## src/rtl/miriscv_decode_stage_pkg.sv

```systemverilog
// Shared decode definitions: opcode/funct constants, ALU operator codes,
// operand-select encodings, the decoded bundle layout and the buffer states.
package miriscv_decode_stage_pkg;

  localparam int unsigned XLEN     = 32;
  localparam int unsigned ALU_OP_W = 4;
  localparam int unsigned SEL_W    = 2;
  localparam int unsigned REG_W    = 5;

  // RV32I major opcodes
  localparam logic [6:0] OPC_OP     = 7'b0110011;
  localparam logic [6:0] OPC_OP_IMM = 7'b0010011;
  localparam logic [6:0] OPC_LUI    = 7'b0110111;
  localparam logic [6:0] OPC_AUIPC  = 7'b0010111;
  localparam logic [6:0] OPC_JAL    = 7'b1101111;
  localparam logic [6:0] OPC_JALR   = 7'b1100111;
  localparam logic [6:0] OPC_BRANCH = 7'b1100011;
  localparam logic [6:0] OPC_LOAD   = 7'b0000011;
  localparam logic [6:0] OPC_STORE  = 7'b0100011;

  localparam logic [6:0] FUNCT7_BASE = 7'h00;
  localparam logic [6:0] FUNCT7_ALT  = 7'h20;

  // ALU operator codes
  localparam logic [ALU_OP_W-1:0] ALU_ADD  = 4'd0;
  localparam logic [ALU_OP_W-1:0] ALU_SUB  = 4'd1;
  localparam logic [ALU_OP_W-1:0] ALU_SLL  = 4'd2;
  localparam logic [ALU_OP_W-1:0] ALU_SLTS = 4'd3;
  localparam logic [ALU_OP_W-1:0] ALU_SLTU = 4'd4;
  localparam logic [ALU_OP_W-1:0] ALU_XOR  = 4'd5;
  localparam logic [ALU_OP_W-1:0] ALU_SRL  = 4'd6;
  localparam logic [ALU_OP_W-1:0] ALU_SRA  = 4'd7;
  localparam logic [ALU_OP_W-1:0] ALU_OR   = 4'd8;
  localparam logic [ALU_OP_W-1:0] ALU_AND  = 4'd9;
  localparam logic [ALU_OP_W-1:0] ALU_LTS  = 4'd10;
  localparam logic [ALU_OP_W-1:0] ALU_GES  = 4'd11;
  localparam logic [ALU_OP_W-1:0] ALU_LTU  = 4'd12;
  localparam logic [ALU_OP_W-1:0] ALU_GEU  = 4'd13;
  localparam logic [ALU_OP_W-1:0] ALU_EQ   = 4'd14;
  localparam logic [ALU_OP_W-1:0] ALU_NE   = 4'd15;

  localparam logic [SEL_W-1:0] A_SEL_RS1  = 2'd0;
  localparam logic [SEL_W-1:0] A_SEL_PC   = 2'd1;
  localparam logic [SEL_W-1:0] A_SEL_ZERO = 2'd2;
  localparam logic [SEL_W-1:0] B_SEL_RS2  = 2'd0;
  localparam logic [SEL_W-1:0] B_SEL_IMM  = 2'd1;
  localparam logic [SEL_W-1:0] B_SEL_FOUR = 2'd2;

  typedef struct packed {
    logic [ALU_OP_W-1:0] alu_op;
    logic [SEL_W-1:0]    a_sel;
    logic [SEL_W-1:0]    b_sel;
    logic [XLEN-1:0]     imm;
    logic [REG_W-1:0]    rs1;
    logic [REG_W-1:0]    rs2;
    logic [REG_W-1:0]    rd;
    logic                rd_we;
    logic                mem_req;
    logic                mem_we;
    logic [2:0]          mem_size;
    logic                branch;
    logic                jal;
    logic                jalr;
    logic                illegal;
    logic [XLEN-1:0]     pc;
  } decode_t;

  typedef enum logic [1:0] {
    ST_EMPTY = 2'd0,
    ST_ONE   = 2'd1,
    ST_TWO   = 2'd2
  } state_t;

  // Base ALU operator for OP/OP-IMM by funct3 (funct7 alternates handled by caller)
  function automatic logic [ALU_OP_W-1:0] alu_op_from_funct3(input logic [2:0] f3);
    case (f3)
      3'b000:  return ALU_ADD;
      3'b001:  return ALU_SLL;
      3'b010:  return ALU_SLTS;
      3'b011:  return ALU_SLTU;
      3'b100:  return ALU_XOR;
      3'b101:  return ALU_SRL;
      3'b110:  return ALU_OR;
      default: return ALU_AND;
    endcase
  endfunction

endpackage

```

## src/rtl/miriscv_decoder.sv

```systemverilog
// Combinational RV32I decoder.
// Ports: instr_i/pc_i - instruction word and its PC; dec_o - decoded bundle.
module miriscv_decoder
  import miriscv_decode_stage_pkg::*;
(
  input  logic [XLEN-1:0] instr_i,
  input  logic [XLEN-1:0] pc_i,
  output decode_t         dec_o
);

  logic [6:0]      opcode;
  logic [2:0]      funct3;
  logic [6:0]      funct7;
  logic [XLEN-1:0] imm_i, imm_s, imm_b, imm_u, imm_j;
  logic            illegal;

  assign opcode = instr_i[6:0];
  assign funct3 = instr_i[14:12];
  assign funct7 = instr_i[31:25];

  assign imm_i = {{20{instr_i[31]}}, instr_i[31:20]};
  assign imm_s = {{20{instr_i[31]}}, instr_i[31:25], instr_i[11:7]};
  assign imm_b = {{19{instr_i[31]}}, instr_i[31], instr_i[7], instr_i[30:25], instr_i[11:8], 1'b0};
  assign imm_u = {instr_i[31:12], 12'b0};
  assign imm_j = {{11{instr_i[31]}}, instr_i[31], instr_i[19:12], instr_i[20], instr_i[30:21], 1'b0};

  always_comb begin
    dec_o        = '0;
    illegal      = 1'b0;
    dec_o.alu_op = ALU_ADD;
    dec_o.a_sel  = A_SEL_RS1;
    dec_o.b_sel  = B_SEL_RS2;
    dec_o.rs1    = instr_i[19:15];
    dec_o.rs2    = instr_i[24:20];
    dec_o.rd     = instr_i[11:7];
    dec_o.pc     = pc_i;

    if (instr_i[1:0] != 2'b11) begin
      illegal = 1'b1;
    end else begin
      case (opcode)
        OPC_OP: begin
          dec_o.alu_op = alu_op_from_funct3(funct3);
          dec_o.rd_we  = 1'b1;
          if (funct7 == FUNCT7_ALT && funct3 == 3'b000)      dec_o.alu_op = ALU_SUB;
          else if (funct7 == FUNCT7_ALT && funct3 == 3'b101) dec_o.alu_op = ALU_SRA;
          else if (funct7 != FUNCT7_BASE)                    illegal = 1'b1;
        end
        OPC_OP_IMM: begin
          dec_o.alu_op = alu_op_from_funct3(funct3);
          dec_o.rd_we  = 1'b1;
          dec_o.b_sel  = B_SEL_IMM;
          dec_o.imm    = imm_i;
          // Shifts carry a zero-extended shamt; upper bits select SRA or are illegal
          if (funct3 == 3'b001 || funct3 == 3'b101) begin
            dec_o.imm = {27'b0, instr_i[24:20]};
            if (funct3 == 3'b101 && funct7 == FUNCT7_ALT) dec_o.alu_op = ALU_SRA;
            else if (funct7 != FUNCT7_BASE)               illegal = 1'b1;
          end
        end
        OPC_LUI: begin
          dec_o.a_sel = A_SEL_ZERO;
          dec_o.b_sel = B_SEL_IMM;
          dec_o.imm   = imm_u;
          dec_o.rd_we = 1'b1;
        end
        OPC_AUIPC: begin
          dec_o.a_sel = A_SEL_PC;
          dec_o.b_sel = B_SEL_IMM;
          dec_o.imm   = imm_u;
          dec_o.rd_we = 1'b1;
        end
        OPC_JAL: begin
          dec_o.a_sel = A_SEL_PC;
          dec_o.b_sel = B_SEL_FOUR;
          dec_o.imm   = imm_j;
          dec_o.jal   = 1'b1;
          dec_o.rd_we = 1'b1;
        end
        OPC_JALR: begin
          dec_o.a_sel = A_SEL_PC;
          dec_o.b_sel = B_SEL_FOUR;
          dec_o.imm   = imm_i;
          dec_o.jalr  = 1'b1;
          dec_o.rd_we = 1'b1;
        end
        OPC_BRANCH: begin
          dec_o.branch = 1'b1;
          dec_o.imm    = imm_b;
          case (funct3)
            3'b000:  dec_o.alu_op = ALU_EQ;
            3'b001:  dec_o.alu_op = ALU_NE;
            3'b100:  dec_o.alu_op = ALU_LTS;
            3'b101:  dec_o.alu_op = ALU_GES;
            3'b110:  dec_o.alu_op = ALU_LTU;
            3'b111:  dec_o.alu_op = ALU_GEU;
            default: illegal = 1'b1;
          endcase
        end
        OPC_LOAD: begin
          dec_o.b_sel    = B_SEL_IMM;
          dec_o.imm      = imm_i;
          dec_o.mem_req  = 1'b1;
          dec_o.mem_size = funct3;
          dec_o.rd_we    = 1'b1;
        end
        OPC_STORE: begin
          dec_o.b_sel    = B_SEL_IMM;
          dec_o.imm      = imm_s;
          dec_o.mem_req  = 1'b1;
          dec_o.mem_we   = 1'b1;
          dec_o.mem_size = funct3;
        end
        default: illegal = 1'b1;
      endcase
    end

    // Illegal instructions must have no architectural side effects
    if (illegal) begin
      dec_o.rd_we   = 1'b0;
      dec_o.mem_req = 1'b0;
      dec_o.mem_we  = 1'b0;
      dec_o.branch  = 1'b0;
      dec_o.jal     = 1'b0;
      dec_o.jalr    = 1'b0;
    end
    if (dec_o.rd == 5'd0) dec_o.rd_we = 1'b0;
    dec_o.illegal = illegal;
  end

endmodule

```

## src/rtl/miriscv_decode_stage.sv

```systemverilog
// Decode stage: decodes each accepted instruction and holds the bundle in a
// 2-entry skid buffer so every output comes straight from a register.
// Ports: clk_i/rst_i (sync active-high), flush_i; fetch side in_valid_i/
// in_ready_o/in_instr_i/in_pc_i; execute side out_valid_o/out_ready_i and
// the decoded bundle fields (alu_op_o ... pc_o).
module miriscv_decode_stage
  import miriscv_decode_stage_pkg::*;
(
  input  logic        clk_i,
  input  logic        rst_i,
  input  logic        flush_i,
  input  logic        in_valid_i,
  output logic        in_ready_o,
  input  logic [31:0] in_instr_i,
  input  logic [31:0] in_pc_i,
  output logic        out_valid_o,
  input  logic        out_ready_i,
  output logic [3:0]  alu_op_o,
  output logic [1:0]  a_sel_o,
  output logic [1:0]  b_sel_o,
  output logic [31:0] imm_o,
  output logic [4:0]  rs1_o,
  output logic [4:0]  rs2_o,
  output logic [4:0]  rd_o,
  output logic        rd_we_o,
  output logic        mem_req_o,
  output logic        mem_we_o,
  output logic [2:0]  mem_size_o,
  output logic        branch_o,
  output logic        jal_o,
  output logic        jalr_o,
  output logic        illegal_o,
  output logic [31:0] pc_o
);

  decode_t dec;
  decode_t head_q;
  decode_t tail_q;
  state_t  state_q, state_d;
  logic    in_ready_q, out_valid_q;
  logic    in_xfer, out_xfer;
  logic    load_head_dec, load_head_tail, load_tail;

  miriscv_decoder u_decoder (
    .instr_i (in_instr_i),
    .pc_i    (in_pc_i),
    .dec_o   (dec)
  );

  assign in_xfer  = in_valid_i & in_ready_q;
  assign out_xfer = out_valid_q & out_ready_i;

  // Next state and buffer load controls
  always_comb begin
    state_d        = state_q;
    load_head_dec  = 1'b0;
    load_head_tail = 1'b0;
    load_tail      = 1'b0;
    if (flush_i) begin
      state_d = ST_EMPTY;
    end else begin
      case (state_q)
        ST_EMPTY: begin
          if (in_xfer) begin
            state_d       = ST_ONE;
            load_head_dec = 1'b1;
          end
        end
        ST_ONE: begin
          if (in_xfer && !out_xfer) begin
            state_d   = ST_TWO;
            load_tail = 1'b1;
          end else if (!in_xfer && out_xfer) begin
            state_d = ST_EMPTY;
          end else if (in_xfer && out_xfer) begin
            load_head_dec = 1'b1;
          end
        end
        ST_TWO: begin
          if (out_xfer) begin
            state_d        = ST_ONE;
            load_head_tail = 1'b1;
          end
        end
        default: state_d = ST_EMPTY;
      endcase
    end
  end

  // State register with handshake flags derived from the next state
  always_ff @(posedge clk_i) begin
    if (rst_i) begin
      state_q     <= ST_EMPTY;
      in_ready_q  <= 1'b1;
      out_valid_q <= 1'b0;
    end else begin
      state_q     <= state_d;
      in_ready_q  <= (state_d != ST_TWO);
      out_valid_q <= (state_d != ST_EMPTY);
    end
  end

  // Bundle storage: head is presented, tail is the skid slot
  always_ff @(posedge clk_i) begin
    if (rst_i) begin
      head_q <= '0;
      tail_q <= '0;
    end else begin
      if (load_head_dec)       head_q <= dec;
      else if (load_head_tail) head_q <= tail_q;
      if (load_tail)           tail_q <= dec;
    end
  end

  assign in_ready_o  = in_ready_q;
  assign out_valid_o = out_valid_q;
  assign alu_op_o    = head_q.alu_op;
  assign a_sel_o     = head_q.a_sel;
  assign b_sel_o     = head_q.b_sel;
  assign imm_o       = head_q.imm;
  assign rs1_o       = head_q.rs1;
  assign rs2_o       = head_q.rs2;
  assign rd_o        = head_q.rd;
  assign rd_we_o     = head_q.rd_we;
  assign mem_req_o   = head_q.mem_req;
  assign mem_we_o    = head_q.mem_we;
  assign mem_size_o  = head_q.mem_size;
  assign branch_o    = head_q.branch;
  assign jal_o       = head_q.jal;
  assign jalr_o      = head_q.jalr;
  assign illegal_o   = head_q.illegal;
  assign pc_o        = head_q.pc;

endmodule

```

## config.mk

```make
export PLATFORM = sky130hd
export DESIGN_NAME = miriscv_decode_stage
export DESIGN_NICKNAME = d
export VERILOG_FILES = /design/src/rtl/miriscv_decode_stage_pkg.sv /design/src/rtl/miriscv_decoder.sv /design/src/rtl/miriscv_decode_stage.sv
export SDC_FILE = /design/constraint.sdc
export NUM_CORES = 1
export LEC_CHECK = 0
export CAP_MARGIN = 20
export CORE_ASPECT_RATIO = 0.5
export CORE_MARGIN = 8
export CORE_UTILIZATION = 44
export DETAILED_ROUTE_END_ITERATION = 8
export GPL_TIMING_DRIVEN = 0
export PLACE_DENSITY = 0.68
export SLEW_MARGIN = 5
export SYNTH_ARGS = -nofsm -noshare
export SYNTH_HDL_FRONTEND = slang
export SYNTH_HIERARCHICAL = 1
export SYNTH_SLANG_ARGS = --single-unit
```

## constraint.sdc

```tcl
create_clock -name clk_i -period 3.1 [get_ports clk_i]
set_clock_uncertainty 0.2 [all_clocks]
set_input_delay 0.62 -clock clk_i [delete_from_list [all_inputs] [get_ports clk_i]]
set_output_delay 0.62 -clock clk_i [all_outputs]
set_load 0.05 [all_outputs]
```

==> reports/metrics.csv, run 1 <==
metric;value;unit
met2RoutedLength;16.00;mm
drive_gt1_share;11.35;%
r2r_start;state_q[1]$_SDFF_PP0_;
maxSlewHeadroom;38.57;%
vias_per_cell;6.181;
fillers;2123;
synth-seq-cells;198;
stdcell_area;0.01244;mm^2
async_flop_share;0;%
grt_max_degree;17;
power_frac_comb;19.3;%
status;finished, final reports clean;
finalNonFillerCells;1699;
globalRouteOverflowTotal;0;
cts.sinks;198;
hpwl;26.69;mm
syn_nets;1302;
numCtsBuffers;17;
avgSynthCellArea;8.230;um^2
grt_pass1_vias;10112;
worst_setup_path_end_kind;flop;
seq_power_share;43.0;%
clk_pin_slew;0.07;ns
cts_tree;built;
core_area;0.02269;mm^2
yosys_warnings;6;
rows;39;
crit_path_start;in_instr_i[4];
clk_latency;0.45;ns
wl_met1;16.31;mm
min_from;in_pc_i[9];
drc_errors;0;
antenna_cells;0;
track_usage;24.76;%
internal-power;4.400;mW
fin_nets;1454;
setup_ws;0.1058;ns
synth.area.top_cells;dfxtp_1, o21ai_0, a311oi_1;
peakVddDrop;0.3405;mV
place_inst;1668;
grt_pass1_wl;56.18;mm
vias;10501;
routed_wl;36.28;mm
path_class;in -> reg;
cts.htree.levels;4;
synthMostInstantiatedCell;dfxtp_1;
start_util;44.54;%
arrival;3.16;ns
clockBufferDepth;2;
port_buffers;133;
fin_setup_tns;0;ns
setup_violations;0;
seqCellArea;0.003964;mm^2
met3WireLength;3.040;mm
ios;168;
seq_area_frac_synth;39.22;%
synth.distinct_cells;59;
pre_cts_slack;-0.4962;ns
whs;0.2313;ns
maxCapViolations;0;
synth_cells;1228;
yosysTopAreaCell;dfxtp_1;
area_growth;23.11;%
place_congestion;0.9662;
root_buffer;clkbuf_16;
p_clk_share;37.7;%
max_freq;334.0;MHz
synthTopCellsByCount;dfxtp_1, o21ai_0, a21oi_1;
synth_flop_cell;dfxtp_1;
maxSlewViolCount;0;
wl_per_cell;21.36;um
grt_antenna_before_repair;0;
syn_area;0.01011;mm^2
finalHoldViolCount;0;
place_area;0.01182;mm^2
cts_hold_buf;0;
fin_crit;2.994;ns
p_sw_share;29.80;%
leakage;4.103;nW
die_h;123.2;um
fp.dieW;230.3;um
synth-edff-count;0;
crit_required;3.27;ns
dieArea;0.02837;mm^2
crit_fanout;10;
rsz0062_at_grt;no;
multi_input_area;0.005040;mm^2
powerDensity;503.8;mW/mm^2
period_share;96.59;%
ant_nets;0;
min_path_type;in -> reg;
synth_top_area_share;39.22;%
drt-initial-drc-count;1363;
p_sw;1.868;mW
route.top_layer_used;met4;
start_kind;input port;
first_pass_iters;5;
worstMarginPinSlew;0.9215;ns
## cells in the final DEF (no fill, tap or decap), drive strengths merged, types with 15 or more instances in the layout
master and count:
buf 118, clkbuf 104, o21ai 208, nand3 100
nor3 100, nand3b 99, a21oi 104, a311oi 98
clkdlybuf4s50 133, nand2 22, nor2 15, dfxtp 198
## repair_timing
action | CTS | global route
pin swaps | 0 | 0
buffers inserted | 0 | 0
resized for setup | 1 | 2
setup endpoints to repair | 1 | 2
gates cloned | 0 | 0
## cells by family after synthesis
kind of cell | count (synthesis) | share of synthesized area (%)
DFF | 198 | 39.22
and+or+nand+nor | 377 | 21.96
adders and majority gates | 5 | 0.6190
buffers and inverters | 202 | 11.02
xor gates and xnor gates | 1 | 0.08668
AOI/OAI and AO/OA | 445 | 27.09
## worst max-delay path, stage by stage
cell	delay (ns)
clkdlybuf4s50_1	0.53
buf_2	0.26
nor2b_1	0.45
nand2_1	0.26
a311oi_1	0.44
a2111o_1	0.20
buf_4	0.12
nor3_1	0.05
a311oi_1	0.24
## sequential cells by signal, summed over array words and instances (netlist names), 2 cells and up
signal	count
mem_size_o	3
pc_o	32
imm_o	32
alu_op_o	4
rd_o	5
rs1_o	5
rs2_o	5
state_q	2
tail_q	97
a_sel_o	2
b_sel_o	2
## layer usage
layer / up-vias / global-route usage (%)
met2: 477 / 38.03
met4: 0 / 9.768
met1: 5100 / 33.19
li1: 4854 / -
met5: - / 0
met3: 70 / 6.459
## area by class of cell
cell class                 instances  share of cell area (%)
buffer                           198                   8.829
clock buffer                      24                   3.952
clock inverter                     7                  0.9453
inverter                           4                  0.1207
multi-input combinational        828                   40.51
sequential                       198                   31.86
tap                              307                   3.087
timing repair buffer             133                   10.70
## final timing paths
path                            endpoint  slack, ns  cells past startpoint
setup reg to reg    rd_o[0]$_SDFFE_PP0P_       0.62                      5
hold reg to reg   tail_q[5]$_SDFFE_PP0P_       0.28                      2
hold / removal    tail_q[9]$_SDFFE_PP0P_       0.23                      3
setup / recovery  illegal_o$_SDFFE_PP0P_       0.11                      9
## stage by stage
step,power (mW),utilization [%]
3_3_place_gp,3.930,52.10
2_1_floorplan,3.513,-
6_report,6.268,54.83
4_1_cts,6.261,54.79
5_1_grt,6.461,54.83
3_5_place_dp,3.944,52.10
## power groups by stage
stage / clock network, mW / registers (mW) / logic (mW)
finish: 2.36 / 2.70 / 1.21
global route: 2.48 / 2.71 / 1.28
CTS: 2.37 / 2.70 / 1.20
detailed placement: 0 / 2.75 / 1.19
global placement: 0 / 2.75 / 1.18
floorplan: 0 / 3.05 / 0.462
Note: power is estimated with default switching activity, not from simulation.
==> inputs of run 2 (changes only) <==
CORE_ASPECT_RATIO = 1.5   (was 0.5)
CORE_MARGIN = 5   (was 8)
HOLD_SLACK_MARGIN = 0.1   (was default)
==> run 2 against run 1 <==
First-iteration DRC count is 25% lower. Via count is 2.8% lower. Combinational power about the same. Routed wire length shrank 4.9%. Final cell count decreased by 1.5%. Sequential share of layout area up 0.083 points. Sequential power about the same.
==> reports/metrics.csv, run 2 (same netlist as run 1, synthesis figures left out) <==
metric;value;unit;change
fin_nets;1454;;unchanged
multi_input_area;0.005034;mm^2;was 0.005040 mm^2
slowest_delay;0.49;ns;was 0.53 ns
grt_pass1_vias;9933;;was 10112
worst_setup_path_end_kind;flop;;unchanged
cts.sinks;198;;unchanged
place_congestion;0.9682;;was 0.9662
antenna_cells;0;;unchanged
post_cts_buffers;0;;unchanged
grt_max_degree;19;;was 17
crit_chain;clkdlybuf4s50_1 > buf_2 > nand4bb_1 > buf_2 > nor3b_2 > nor2b_2 > a32o_1 > nor3_1 > a311oi_1;;was clkdlybuf4s50_1 > buf_2 > nor2b_1 > nand2_1 > a311oi_1 > a2111o_1 > buf_4 > nor3_1 > a311oi_1
period_share;97.04;%;was 96.59%
place_inst;1641;;was 1668
cpMostUsedCell;buf_2;;was a311oi_1
crit_fanout;10;;unchanged
final_common_cell;dfxtp_1;;unchanged
path_class;in -> reg;;unchanged
finalHoldViolCount;0;;unchanged
clk_latency;0.45;ns;about the same
seqCellArea;0.003964;mm^2;unchanged
numCtsBuffers;17;;unchanged
clk_pin_slew;0.07;ns;about the same
globalRouteOverflowTotal;0;;unchanged
path_buf_inv;3;;unchanged
peakVddDrop;0.4157;mV;was 0.3405 mV
routed_wl;34.51;mm;was 36.28 mm
vias;10211;;was 10501
finalNonFillerCells;1673;;was 1699
start_kind;input port;;unchanged
core_area;0.02280;mm^2;was 0.02269 mm^2
max_freq;332.4;MHz;was 334.0 MHz
layout_common_cells;dfxtp_1, o21ai_0, clkdlybuf4s50_1;;unchanged
first_pass_iters;6;;was 5
grt_pass1_wl;53.83;mm;was 56.18 mm
crit_required;3.26;ns;was 3.27 ns
fillers;2205;;was 2123
track_usage;25.52;%;was 24.76%
drive_gt1_share;11.56;%;was 11.35%
powerDensity;504.4;mW/mm^2;was 503.8 mW/mm^2
largest_reg_flops;97;;unchanged
hpwl;25.26;mm;was 26.69 mm
maxSlewHeadroom;52.40;%;was 38.57%
leakage;4.106;nW;was 4.103 nW
cts_tree;built;;unchanged
root_buffer;clkbuf_16;;unchanged
dieArea;0.02616;mm^2;was 0.02837 mm^2
setup_violations;0;;unchanged
maxCapViolations;0;;unchanged
ios;168;;unchanged
rows;68;;was 39
wl_per_cell;20.62;um;was 21.36 um
grt_antenna_before_repair;0;;unchanged
fin_crit;3.008;ns;was 2.994 ns
die_h;195.6;um;was 123.2 um
regMostFlops;tail_q;;unchanged
maxSlewViolCount;0;;unchanged
fp.dieW;133.7;um;was 230.3 um
drt-initial-drc-count;1026;;was 1363
crit_slowest_cell;clkdlybuf4s50_1;;unchanged
area_growth;22.79;%;was 23.11%
whs;0.2357;ns;was 0.2313 ns
cts.htree.levels;4;;unchanged
clockBufferDepth;2;;unchanged
ant_nets;0;;unchanged
rsz0062_at_grt;no;;unchanged
worstMarginPinSlew;0.7140;ns;was 0.9215 ns
arrival;3.17;ns;was 3.16 ns
status;finished, final reports clean;;unchanged
fin_setup_tns;0;ns;unchanged
min_path_type;in -> reg;;unchanged
vias_per_cell;6.103;;was 6.181
start_util;44.32;%;was 44.54%
cp_top_family;simple AND/OR/NAND/NOR gates;;was buffers and inverters
port_buffers;133;;unchanged
drc_errors;0;;unchanged
[run 2: changes by cell type in the layout (fill, tap and decap cells not counted), moves of 2 or more]
cell      change
clkbuf_1      -2
inv_8         +2
clkinv_4      +2
clkbuf_8      -4
inv_6         +4
[run 2: what timing repair did]
| item | in CTS | in global routing |
|---|---|---|
| resized for setup | 0 | 2 |
| endpoints found under the hold margin | 0 | 0 |
| hold buffers | 0 | 0 |
| setup endpoints to repair | 0 | 5 |
[run 2: area by class of cell]
cell class	instances	share of cell area, %
timing repair buffer	133	10.73
buffer	198	8.853
sequential	198	31.94
tap	280	2.823
clock inverter	14	1.512
clock buffer	18	3.458
multi-input combinational	828	40.56
inverter	4	0.1210
[run 2: worst paths after layout]
path	startpoint	end	slack (ns)	cells after the start
max reg2reg	state_q[1]$_SDFF_PP0_	mem_size_o[1]$_SDFFE_PP0P_	0.80	5
min	in_pc_i[20]	tail_q[20]$_SDFFE_PP0P_	0.24	3
min reg2reg	tail_q[5]$_SDFFE_PP0P_	tail_q[5]$_SDFFE_PP0P_	0.28	2
max	in_instr_i[2]	imm_o[0]$_SDFFE_PP0P_	0.09	9
[run 2: tightest hold or removal path: stages]
cell     delay, ns
buf_4         0.11
nand3_1       0.06
a21oi_1       0.05
[run 2: per-stage QoR]
| stage | area [um^2] | worst slack [ns] | total power, mW | utilization (%) |
|---|---|---|---|---|
| CTS | 12400 | 0.04598 | 6.283 | 54.40 |
| floorplan | 10110 | 0.5651 | 3.513 | - |
| global route | 12410 | 0.01700 | 6.467 | 54.42 |
| global placement | 11790 | -0.4286 | 3.933 | 51.70 |
| detailed placement | 11790 | -0.4135 | 3.939 | 51.70 |
| finish | 12410 | 0.09183 | 6.259 | 54.42 |
[run 2: where the power goes]
| group | internal, mW | switching [mW] | total [mW] |
|---|---|---|---|
| combinational | 0.403 | 0.794 | 1.20 |
| clock | 1.30 | 1.07 | 2.37 |
| sequential | 2.64 | 0.0536 | 2.70 |
| total | 4.34 | 1.92 | 6.26 |
[run 2: layer usage]
metal  part of all wire [%]  vias up  track usage, %
li1                       -     4852               -
met1                     40     4838           31.25
met2                     50      430           44.24
met3                    6.0       91           4.124
met4                    3.9        0           10.64
met5                      0        -               0
==> inputs of run 3 (changes only) <==
CORE_MARGIN = default   (was 5)
==> run 3 against run 2 <==
Power up 1.3%. Largest cell class unchanged. Critical path type unchanged. Sequential power barely moved. Clock power grew 3%.
==> reports/metrics.csv, run 3 (same netlist as run 1, synthesis figures left out) <==
metric;value;unit;change
status;finished, final reports clean;;unchanged
fin_crit;3.069;ns;was 3.008 ns
dieArea;0.02359;mm^2;was 0.02616 mm^2
fillers;2109;;was 2205
fin_util;55.32;%;was 54.42%
die_h;187.6;um;was 195.6 um
min_path_type;in -> reg;;unchanged
ant_nets;0;;unchanged
drt-initial-drc-count;934;;was 1026
r2r_slack;0.69;ns;was 0.80 ns
track_usage;28.55;%;was 25.52%
first_pass_iters;5;;was 6
start_kind;input port;;unchanged
fin_setup_tns;0;ns;unchanged
layout_common_cells;dfxtp_1, o21ai_0, clkdlybuf4s50_1;;unchanged
drive_gt1_share;11.28;%;was 11.56%
clockBufferDepth;2;;unchanged
regMostFlops;tail_q;;unchanged
numCtsBuffers;17;;unchanged
worst_setup_path_end_kind;flop;;unchanged
drc_errors;0;;unchanged
vias;10329;;was 10211
cts.htree.levels;4;;unchanged
final_common_cell;dfxtp_1;;unchanged
max_freq;325.9;MHz;was 332.4 MHz
whs;0.2422;ns;was 0.2357 ns
largest_reg_flops;97;;unchanged
leakage;4.109;nW;was 4.106 nW
period_share;99.00;%;was 97.04%
arrival;3.22;ns;was 3.17 ns
grtUsageMet2;49.57;%;was 44.24%
crit_fanout;10;;unchanged
worstMarginPinSlew;0.7897;ns;was 0.7140 ns
grt_pass1_wl;53.36;mm;was 53.83 mm
fin_nets;1454;;unchanged
clk_latency;0.45;ns;about the same
path_class;in -> reg;;unchanged
grt_max_degree;17;;was 19
cts.sinks;198;;unchanged
vias_per_cell;6.192;;was 6.103
fp.dieW;125.7;um;was 133.7 um
maxSlewHeadroom;47.36;%;was 52.40%
start_util;44.98;%;was 44.32%
peakVddDrop;0.3880;mV;was 0.4157 mV
maxSlewViolCount;0;;unchanged
antenna_cells;0;;unchanged
rows;67;;was 68
routed_wl;33.95;mm;was 34.51 mm
clk_pin_slew;0.07;ns;about the same
wl_per_cell;20.35;um;was 20.62 um
grt_pass1_vias;9802;;was 9933
powerDensity;510.1;mW/mm^2;was 504.4 mW/mm^2
area_growth;22.98;%;was 22.79%
place_congestion;0.9686;;was 0.9682
grt_antenna_before_repair;0;;unchanged
cts_tree;built;;unchanged
setup_violations;0;;unchanged
globalRouteOverflowTotal;0;;unchanged
grtUsageMet3;4.765;%;was 4.124%
finalHoldViolCount;0;;unchanged
root_buffer;clkbuf_16;;unchanged
grt.busiest_layer;met2;;unchanged
rsz0062_at_grt;no;;unchanged
power;6.340;mW;was 6.259 mW
port_buffers;133;;unchanged
use_met1;34.43;%;was 31.25%
maxCapViolations;0;;unchanged
ios;168;;unchanged
core_area;0.02247;mm^2;was 0.02280 mm^2
hpwl;24.69;mm;was 25.26 mm
crit_required;3.25;ns;was 3.26 ns
run 3: changes by cell type in the layout (fill, tap and decap cells not counted), sizes merged:
cell / previous run / this run
clkbuf: 98 / 100
inv: 11 / 6
clkinv: 4 / 3
bufinv: 3 / 5
clkinvlp: 0 / 1
run 3: worst paths after layout:
check,startpoint,to,depth (start not counted)
hold reg to reg,tail_q[21]$_SDFFE_PP0P_,tail_q[21]$_SDFFE_PP0P_,2
hold / removal,in_pc_i[6],tail_q[6]$_SDFFE_PP0P_,3
setup reg to reg,state_q[1]$_SDFF_PP0_,rs1_o[2]$_SDFFE_PP0P_,5
setup / recovery,in_instr_i[2],imm_o[0]$_SDFFE_PP0P_,9
run 3: worst max-delay path, cell delays in order:
cell	delay [ns]
clkdlybuf4s50_1	0.49
buf_2	0.22
nand4bb_1	0.19
buf_2	0.19
nor3b_2	0.44
nor2b_1	0.42
a32o_1	0.31
nor3_1	0.09
a311oi_1	0.24
run 3: per-stage QoR:
| step | cells | instance area [um^2] | setup WS (ns) |
|---|---|---|---|
| 4_1_cts | 1668 | 12420 | 0.1062 |
| 3_5_place_dp | 1637 | 11780 | -0.3431 |
| 3_3_place_gp | 1637 | 11780 | -0.3908 |
| 2_1_floorplan | 1228 | 10110 | 0.5651 |
| 6_report | 1668 | 12430 | 0.03112 |
| 5_1_grt | 1668 | 12430 | 0.004875 |
run 3: power by group:
| group | internal, mW | switching [mW] |
|---|---|---|
| sequential | 2.64 | 0.0539 |
| clock | 1.44 | 1.01 |
| combinational | 0.403 | 0.793 |
| total | 4.48 | 1.86 |
run 3: area by class of cell:
type                    instances  area (um^2)  share of cell area [%]
multi-input cells             828         5040                   40.55
clock inverters                11        197.7                   1.591
inverters                       4        15.01                  0.1208
clock buffers                  20        436.7                   3.514
well taps                     276        345.3                   2.779
flip-flops and latches        198         3964                   31.89
plain buffers                 198         1099                   8.839
repair buffers                133         1331                   10.71
run 3: layer usage:
layer / vias to the layer above / share of wire, %
met5: - / 0
met4: 0 / 3.4
met3: 76 / 6.3
met2: 451 / 50
met1: 4957 / 40
li1: 4845 / -
run 3: timing repair:
| item | 4_1_cts | 5_1_grt |
|---|---|---|
| setup buffers | 0 | 0 |
| gates resized for setup | 0 | 2 |
| endpoints found under the setup margin | 0 | 2 |
| hold buffers | 0 | 0 |
